<file path="config.mk">
export PLATFORM = sky130hd
export DESIGN_NAME = mux_scan_nx1_flat
export DESIGN_NICKNAME = d
export VERILOG_FILES = /design/src/rtl/mux_scan_if.sv /design/src/rtl/mux_scan_nx1.sv /design/src/flat_wrapper.sv
export SDC_FILE = /design/constraint.sdc
export NUM_CORES = 1
export LEC_CHECK = 0
export ABC_AREA = 1
export ABC_CLOCK_PERIOD_IN_PS = 1800
export BUFFER_PORTS_ARGS = -buffer_cell sky130_fd_sc_hd__buf_2
export CAP_MARGIN = 15
export CORE_MARGIN = 4
export CORE_UTILIZATION = 47
export CTS_CLUSTER_DIAMETER = 80
export CTS_CLUSTER_SIZE = 20
export DETAILED_ROUTE_END_ITERATION = 8
export PLACE_DENSITY = 0.9
export RECOVER_POWER = 50
export SLEW_MARGIN = 20
export SYNTH_ARGS = -nofsm -noshare
export SYNTH_HDL_FRONTEND = slang
export SYNTH_SLANG_ARGS = --single-unit
</file>
<file path="constraint.sdc">
create_clock -name clk -period 1.8 [get_ports clk]
set_input_delay 0.09 -clock clk [delete_from_list [all_inputs] [get_ports clk]]
set_output_delay 0.09 -clock clk [all_outputs]
set_load 0.01 [all_outputs]
</file>
<file path="src/rtl/mux_scan_if.sv">
// Channel bus, mode/scan controls and the valid/ready output port of mux_scan_nx1.
// The slave modport is the multiplexer's view; master is the producer/consumer side.
interface mux_scan_if #(
   parameter int unsigned W       = 8,
   parameter int unsigned N       = 16,
   parameter int unsigned DWELL_W = 8
);
   localparam int unsigned SELW = $clog2(N);

   logic [N*W-1:0]     in_bus;
   logic               mode;
   logic [SELW-1:0]    sel;
   logic               start;
   logic [N-1:0]       chan_mask;
   logic [DWELL_W-1:0] dwell;
   logic [W-1:0]       out_data;
   logic [SELW-1:0]    out_ch;
   logic               out_valid;
   logic               out_ready;
   logic               busy;
   logic               scan_wrap;

   modport master (
      output in_bus, mode, sel, start, chan_mask, dwell, out_ready,
      input  out_data, out_ch, out_valid, busy, scan_wrap
   );

   modport slave (
      input  in_bus, mode, sel, start, chan_mask, dwell, out_ready,
      output out_data, out_ch, out_valid, busy, scan_wrap
   );
endinterface

</file>
<file path="src/rtl/mux_scan_nx1.sv">
// N-channel registered multiplexer: MANUAL select with 1-cycle latency, or SCAN
// round-robin over a captured channel mask with a dwell gap after each accepted word.
module mux_scan_nx1 #(
   parameter int unsigned W       = 8,
   parameter int unsigned N       = 16,
   parameter int unsigned DWELL_W = 8
) (
   input logic       clk,
   input logic       rst_n,
   mux_scan_if.slave io_mux
);
   localparam int unsigned SELW = $clog2(N);

   typedef enum logic [1:0] {S_IDLE, S_LOAD, S_WAIT_ACK, S_HOLD} state_t;

   state_t             r_state, w_state;
   logic [W-1:0]       r_data, w_data;
   logic [SELW-1:0]    r_ch, w_ch;
   logic               r_valid, w_valid;
   logic               r_busy, w_busy;
   logic               r_wrap, w_wrap;
   logic [DWELL_W-1:0] r_cnt, w_cnt;
   logic [DWELL_W-1:0] r_dwell, w_dwell;
   logic [N-1:0]       r_mask, w_mask;
   logic [SELW-1:0]    r_ptr, w_ptr;
   logic               w_adv;
   logic               w_load_ok;

   // Out-of-range indices (sel >= N) select zero.
   function automatic logic [W-1:0] f_chan(input logic [N*W-1:0] bus, input logic [SELW-1:0] idx);
      f_chan = '0;
      for (int unsigned k = 0; k < N; k++) begin
         if (idx == SELW'(k)) f_chan = bus[k*W +: W];
      end
   endfunction

   function automatic logic [SELW-1:0] f_lowest(input logic [N-1:0] mask);
      f_lowest = '0;
      for (int k = int'(N) - 1; k >= 0; k--) begin
         if (mask[k]) f_lowest = SELW'(k);
      end
   endfunction

   // Returns {wrap, next index}: next set bit above ptr, else wrap to the lowest.
   function automatic logic [SELW:0] f_next(input logic [N-1:0] mask, input logic [SELW-1:0] ptr);
      logic [SELW-1:0] idx;
      logic            wrap;
      idx  = f_lowest(mask);
      wrap = 1'b1;
      for (int k = int'(N) - 1; k >= 0; k--) begin
         if (mask[k] && (SELW'(k) > ptr)) begin
            idx  = SELW'(k);
            wrap = 1'b0;
         end
      end
      f_next = {wrap, idx};
   endfunction

   always_ff @(posedge clk) begin
      if (!rst_n) begin
         r_state <= S_IDLE;
         r_data  <= '0;
         r_ch    <= '0;
         r_valid <= 1'b0;
         r_busy  <= 1'b0;
         r_wrap  <= 1'b0;
         r_cnt   <= '0;
         r_dwell <= '0;
         r_mask  <= '0;
         r_ptr   <= '0;
      end else begin
         r_state <= w_state;
         r_data  <= w_data;
         r_ch    <= w_ch;
         r_valid <= w_valid;
         r_busy  <= w_busy;
         r_wrap  <= w_wrap;
         r_cnt   <= w_cnt;
         r_dwell <= w_dwell;
         r_mask  <= w_mask;
         r_ptr   <= w_ptr;
      end
   end

   always_comb begin
      w_state   = r_state;
      w_data    = r_data;
      w_ch      = r_ch;
      w_valid   = r_valid;
      w_wrap    = 1'b0;
      w_cnt     = r_cnt;
      w_dwell   = r_dwell;
      w_mask    = r_mask;
      w_ptr     = r_ptr;
      w_adv     = 1'b0;
      w_load_ok = !r_valid || io_mux.out_ready;

      case (r_state)
         S_IDLE: begin
            if (!io_mux.mode) begin
               if (w_load_ok) begin
                  w_data  = f_chan(io_mux.in_bus, io_mux.sel);
                  w_ch    = io_mux.sel;
                  w_valid = 1'b1;
               end
            end else if (io_mux.start && (io_mux.chan_mask != '0)) begin
               w_mask  = io_mux.chan_mask;
               w_dwell = io_mux.dwell;
               w_ptr   = f_lowest(io_mux.chan_mask);
               w_valid = 1'b0;
               w_state = S_LOAD;
            end else if (w_load_ok) begin
               w_valid = 1'b0;
            end
         end
         S_LOAD: begin
            w_data  = f_chan(io_mux.in_bus, r_ptr);
            w_ch    = r_ptr;
            w_valid = 1'b1;
            w_state = S_WAIT_ACK;
         end
         S_WAIT_ACK: begin
            if (r_valid && io_mux.out_ready) begin
               w_valid = 1'b0;
               w_cnt   = r_dwell;
               if (r_dwell != '0) w_state = S_HOLD;
               else               w_adv   = 1'b1;
            end
         end
         S_HOLD: begin
            w_cnt = r_cnt - DWELL_W'(1);
            if (r_cnt == DWELL_W'(1)) w_adv = 1'b1;
         end
         default: w_state = S_IDLE;
      endcase

      if (w_adv) begin
         {w_wrap, w_ptr} = f_next(r_mask, r_ptr);
         w_state         = S_LOAD;
      end

      // Dropping mode aborts any scan, even over a same-cycle accept.
      if ((r_state != S_IDLE) && !io_mux.mode) begin
         w_state = S_IDLE;
         w_valid = 1'b0;
         w_wrap  = 1'b0;
      end

      w_busy = (w_state != S_IDLE);
   end

   assign io_mux.out_data  = r_data;
   assign io_mux.out_ch    = r_ch;
   assign io_mux.out_valid = r_valid;
   assign io_mux.busy      = r_busy;
   assign io_mux.scan_wrap = r_wrap;
endmodule
</file>
<file path="src/flat_wrapper.sv">
// flat-port wrapper written by rule: the top's interface ports become plain ports
module mux_scan_nx1_flat 
#(
   parameter int unsigned W       = 8,
   parameter int unsigned N       = 16,
   parameter int unsigned DWELL_W = 8
)
  (clk, rst_n, io_mux_in_bus, io_mux_mode, io_mux_sel, io_mux_start, io_mux_chan_mask, io_mux_dwell, io_mux_out_ready, io_mux_out_data, io_mux_out_ch, io_mux_out_valid, io_mux_busy, io_mux_scan_wrap);
  mux_scan_if #(.W(W), .N(N), .DWELL_W(DWELL_W)) io_mux_i ();
  input logic clk;
  input logic rst_n;
  input wire logic [$bits(io_mux_i.in_bus)-1:0] io_mux_in_bus;
  input wire logic [$bits(io_mux_i.mode)-1:0] io_mux_mode;
  input wire logic [$bits(io_mux_i.sel)-1:0] io_mux_sel;
  input wire logic [$bits(io_mux_i.start)-1:0] io_mux_start;
  input wire logic [$bits(io_mux_i.chan_mask)-1:0] io_mux_chan_mask;
  input wire logic [$bits(io_mux_i.dwell)-1:0] io_mux_dwell;
  input wire logic [$bits(io_mux_i.out_ready)-1:0] io_mux_out_ready;
  output wire logic [$bits(io_mux_i.out_data)-1:0] io_mux_out_data;
  output wire logic [$bits(io_mux_i.out_ch)-1:0] io_mux_out_ch;
  output wire logic [$bits(io_mux_i.out_valid)-1:0] io_mux_out_valid;
  output wire logic [$bits(io_mux_i.busy)-1:0] io_mux_busy;
  output wire logic [$bits(io_mux_i.scan_wrap)-1:0] io_mux_scan_wrap;
  assign io_mux_i.in_bus = io_mux_in_bus;
  assign io_mux_i.mode = io_mux_mode;
  assign io_mux_i.sel = io_mux_sel;
  assign io_mux_i.start = io_mux_start;
  assign io_mux_i.chan_mask = io_mux_chan_mask;
  assign io_mux_i.dwell = io_mux_dwell;
  assign io_mux_i.out_ready = io_mux_out_ready;
  assign io_mux_out_data = io_mux_i.out_data;
  assign io_mux_out_ch = io_mux_i.out_ch;
  assign io_mux_out_valid = io_mux_i.out_valid;
  assign io_mux_busy = io_mux_i.busy;
  assign io_mux_scan_wrap = io_mux_i.scan_wrap;
  mux_scan_nx1 #(.W(W), .N(N), .DWELL_W(DWELL_W)) u_core (.clk(clk), .rst_n(rst_n), .io_mux(io_mux_i));
endmodule
</file>
After elaboration in Yosys (flattened, before gate mapping)
Index checks and enable logic that the tools add are counted.
Word-level totals
  register bits: 53
  bits of input ports: 161
  output and inout bits: 15
  word-level logic and storage cells: 220
Operators by class
  add/subtract/negate cells: 1
  magnitude comparators: 16
  eq/ne operators: 39
  mux-type cells: 110
  bitwise logic cells: 2
  reduce and logical (&&, ||, !) cells: 42
Operator list (count)
  $mux W8: 35
  $mux W4: 54
  $eq A4 B4 Y1 const B: 16
  $eq A4 B3 Y1 const B: 8
  $gt A4 B4 Y1 const A: 8
  $pmux W8 S2: 2
  $logic_and A1 B1 Y1: 19
  $reduce_or A18 Y1: 1
  $eq A4 B2 Y1 const B: 4
  $gt A3 B4 Y1 const A: 4
  $reduce_bool A16 Y1: 1
  $reduce_bool A2 Y1: 7
  $mux W2: 6
  $mux W1: 9
  $reduce_and A3 Y1: 3
  $eq A4 B1 Y1 const B: 2
  $eq A8 B1 Y1 const B: 1
  $gt A1 B4 Y1 const A: 2
  $gt A2 B4 Y1 const A: 2
  $logic_not A4 Y1: 2
  $pmux W4 S2: 1
  $reduce_bool A8 Y1: 1
  $sub A8 B1 Y8 const B: 1
  $pmux W2 S3: 1
  16 further kinds: 20

Longest topological paths before layout
  depth after elaboration: 33
  gate-level depth with buffers: 33
  depth with buffers taken out: 33

Worst setup path before layout
No wires, ideal clock.
  path type: register to register
  start point: register u_core.r_ptr[0]
  end point: register u_core.r_data[7], in the netlist u_core.io_mux.out_data[7]
  setup time: 0.116 ns
  data arrival time: 1.860 ns
  required time: 1.684 ns
  setup slack: -0.176 ns
  cell stages (with the launch flop): 17
  buffers on the path: 2
  clock period less this slack: 1.976 ns
  cell sequence: dfxtp_1 buf_4 inv_1 nand3_4 buf_8 o21ai_1 o211ai_1 a21oi_1 nand2_1 a21oi_1 nand4_1 a21oi_1 nand3_1 a211oi_2 o221ai_1 o211ai_1 inv_1
On the way
  cells in the longest elaborated chain, start to end: 18
  elaborated cells on any way between the ends: 33
  those cells by class: eq/ne: 15; mux: 17; reduce/logical: 1
Ends and longest elaborated chain
  start: declaration: RTL line mux_scan_nx1.sv:25  | logic [SELW-1:0] r_ptr, w_ptr;
  start signal: assignment: RTL line mux_scan_nx1.sv:81  | r_ptr <= w_ptr;
  $logic_not A4 Y1: RTL line mux_scan_nx1.sv:33  | if (idx == SELW'(k)) f_chan = bus[k*W +: W];
  $mux W8 (15 in series): RTL line mux_scan_nx1.sv:33
  $mux W8 (*): RTL line mux_scan_nx1.sv:33
  $pmux W8 S2 (*): RTL line mux_scan_nx1.sv:98  | case (r_state)
  end signal: assignment: RTL line mux_scan_nx1.sv:73  | r_data <= w_data;
  end: declaration: RTL line mux_scan_nx1.sv:17  | logic [W-1:0] r_data, w_data;
Mark *: on every way between the ends. The rest lies on a longest branch, timed or not.
A chain may end at the register's enable or synchronous reset.

Worst setup path after layout
  start point: register u_core.r_ptr[3]
  end point: register u_core.r_data[7], in the netlist u_core.io_mux.out_data[7]
The elaborated chain is that of the path after synthesis.

==> impl_results.md <==
- Routed wire per std cell: between 15 and 20 µm
- Max-cap check violation count: 0
- Die Height: 111.5 µm
- Failing checks: setup timing
- Peak VDD IR: 0.7351 mV
- Unrepaired setup endpoints after global routing: true
- Final ANT Viol Nets: 0
- Total Routing Usage GR: 0.3158
- Pwr per Cell Area: 861.5 nW/µm²
- IO Port Bufs: approximately 180
- Pin count of the biggest net entering global routing: 40
- Vias/cell: ~6
- Hold worst-path end: u_core.r_dwell[7]
- Hold Path Depth: 3
- Combinational family with the most area after synthesis: simple AND/OR/NAND/NOR gates
- Die area: 12420 µm²
- Core box area: 10370 µm²
- DRC: 0
- Post-synth EDFFs: 0
- Status: complete, but fails checks
- FF-to-FF setup slack: -0.52 ns
- Die width: 111.5 µm
- Final hold vios: 0
- Fin. max-slew vios: 0
- Period utilisation layout: 1.291
- Most frequent cells after synthesis: 230 x nand2_1, 117 x inv_1, 78 x nor2_1
- Startpoint types: register
- Tmin final: roughly 2.3 ns
- Worst Clk Skew: 0.008396 ns
- Final setup viols: 13
- Crit-path max FO: 7
- CP arrival: 2.55 ns
- H-tree lvl count: 2
- Register Area: about 1100 µm²
- Setup CP Type: reg2reg
- Async set or reset register ratio after synthesis: 0
- Synth Area in Compound Gates: 0.2641
- Area of the multi-input gates: 3605 µm²
- Clock slew at reported path FFs: roughly 0.12 ns
- Vias: 7660
- Layout cells sized above 1: 0.3422
- Hold WS: 0.03432 ns
- Num CTS Buffers: 5
- Clk root buf: clkbuf_8
- Post-DP HPWL: 16670 µm
- DRT Pass-1 Iters: 6
- Area Growth Syn to Fin: 47.25%
- Fill count: 854
- Min-delay src: io_mux_dwell[7]
- Initial antenna violation count: 5
- Xor-xnor portion of the synthesized cell area: 0.001741
- Total Power: 0.006383 W
- CTS tree: yes
- Post-Syn Area per Cell: slightly below 6 µm²
- Slew margin rel.: 0.5497
- Synthesized cell area: 5031 µm²
- Max clock buf depth: 2
- Worst Setup End Kind: register
- Post-synthesis adder-cell area fraction: 0.01492
- Yosys reg bits: 53
- Distinct cell type count after synthesis: 46
- Area leader, netlist: dfxtp_1
- First-pass GRT wire length: 32990 µm
- Fmax: 430.3 MHz
- Nets: between 1000 and 1500
- Initial core utilization: 0.4852
- Total grt overflow: 0
- Req. time, crit path: 2.03 ns
- Clock Latency Late Sink: 0.33 ns
- Worst slew pin tran: around 0.67 ns
- Multiplexer share of the synthesized area: 0.001990
- Top area cells in the synthesized netlist: dfxtp_1 21%, nand2_1 17%, inv_1 8.7%
- Worst reg2reg endpoint: u_core.io_mux.out_data[7]
- Most common cell in the netlist: nand2_1
- Critical register-to-register path startpoint: u_core.r_ptr[3]
- Synth Instances: ~870
- CTS sink count: 53
- Yosys Warn Count: 0
- Vias in the first global route: approximately 7000
- Simple-Gate Fraction of Synth Area: 0.3830
- Main synth FF type: dfxtp_1
- Detailed Route WL: 21770 µm
- GP Congestion: 0.9882
- DRT iter0 DRCs: 1014
- Leak: 3.537 nW
- Worst Hold Class: in2reg
- Sequential-to-total area share from yosys stat: 0.2109
- Area fraction of the dominant cell type after synthesis: 0.2109
- Final worst slack: -0.5242 ns
- I/O pins: around 180
- Row cnt: 37
- Post-Syn Nets: 1038
- Reg2Reg Depth: 16
[repair_timing]
item / 4_1_cts / 5_1_grt
endpoints found under the setup margin: 17 / 34
pin swaps: 17 / 19
endpoints found under the hold margin: 0 / 0
buffers inserted: 4 / 2
hold buffers: 0 / 0
gates cloned: 1 / 1
resized for setup: 38 / 47
[registers in the layout, summed over array words and instances (netlist names)]
signal and flops:
u_core.r_state 2, u_core.r_ptr 4, u_core.io_mux.scan_wrap 1, u_core.r_cnt 8, u_core.r_mask 16, u_core.io_mux.out_data 8, u_core.io_mux.out_ch 4, u_core.io_mux.busy 1
u_core.r_dwell 8, u_core.io_mux.out_valid 1
[layout by cell type (no fill, tap or decap), types with 11 or more instances in the layout]
cell,count
o21ai_1,25
nand4_1,34
nand3_1,54
a21oi_2,11
nand2_1,224
nor2_1,72
buf_2,160
a21oi_1,56
dfxtp_1,43
clkbuf_1,15
buf_4,126
o21ai_0,61
inv_2,12
inv_1,110
[report_power, final]
group,internal (W),switching [W]
clock,0.000293,0.000471
combinational,0.00169,0.00229
sequential,0.00146,0.000177
[worst max-delay path, cell delays in order, from the launching register on]
cell and delay [ns]:
dfxtp_2 0.35, buf_6 0.13, nor2_8 0.17, nand3_4 0.14
buf_4 0.16, o21ai_2 0.09, o211ai_1 0.09, a21oi_1 0.12
nand2_1 0.07, a21oi_1 0.11, nand4_1 0.10, a21oi_1 0.14
nand3_1 0.11, a211oi_2 0.16, o221ai_1 0.13, o211ai_1 0.10
inv_1 0.05
[through the flow]
| stage | utilization | TNS [ns] | instance area (µm²) | worst slack (ns) | cells |
|---|---|---|---|---|---|
| final | 0.7144 | -3.892 | 7408 | -0.5242 | 1310 |
| after floorplan | - | -1.094 | 5037 | -0.1756 | 871 |
| after global placement | 0.6725 | -3.944 | 6974 | -0.4438 | 1289 |
| after CTS | 0.6964 | -3.416 | 7222 | -0.3878 | 1302 |
| after detailed placement | 0.6725 | -5.418 | 6974 | -0.5518 | 1289 |
| after global routing | 0.7144 | -6.287 | 7408 | -0.6454 | 1310 |
[cell type report]
class,count,share of cell area
multi-input cells,671,0.4866
well taps,136,0.02297
inverters,124,0.06350
diodes,5,0.001689
repair inverters,1,0.001013
clock buffers,5,0.009289
flip-flops and latches,53,0.1459
repair buffers,312,0.2652
clock inverters,3,0.003884
[how the worst max path moves through the flow]
| stage | depth (start not counted) | start | to | slack, ns |
|---|---|---|---|---|
| 2_1_floorplan | 16 | u_core.r_ptr[2] | u_core.io_mux.out_data[7] | -0.18 |
| 3_3_place_gp | 17 | u_core.r_ptr[2] | u_core.io_mux.out_data[4] | -0.44 |
| 3_5_place_dp | 17 | u_core.r_ptr[2] | u_core.io_mux.out_data[4] | -0.55 |
| 4_1_cts | 16 | u_core.r_ptr[3] | u_core.io_mux.out_data[2] | -0.39 |
| 5_1_grt | 33 | u_core.r_mask[14] | u_core.r_ptr[0] | -0.65 |
| 6_report | 16 | u_core.r_ptr[3] | u_core.io_mux.out_data[7] | -0.52 |
[cell families after synthesis]
| family | count (synthesis) |
|---|---|
| adders and majority gates | 6 |
| xor gates and xnor gates | 1 |
| buffers and inverters | 148 |
| DFF | 53 |
| and+or+nand+nor | 437 |
| muxes | 1 |
| AOI/OAI and AO/OA | 225 |
[layer usage]
| layer | GRT usage | routed length (µm) | vias up |
|---|---|---|---|
| met5 | 0 | 0 | - |
| met4 | 0.1557 | 1170 | 0 |
| met3 | 0.04728 | 2156 | 105 |
| met2 | 0.5625 | 10490 | 564 |
| met1 | 0.3682 | 7945 | 3422 |
| li1 | - | - | 3569 |
No activity file was read; power rests on OpenSTA's default activity.
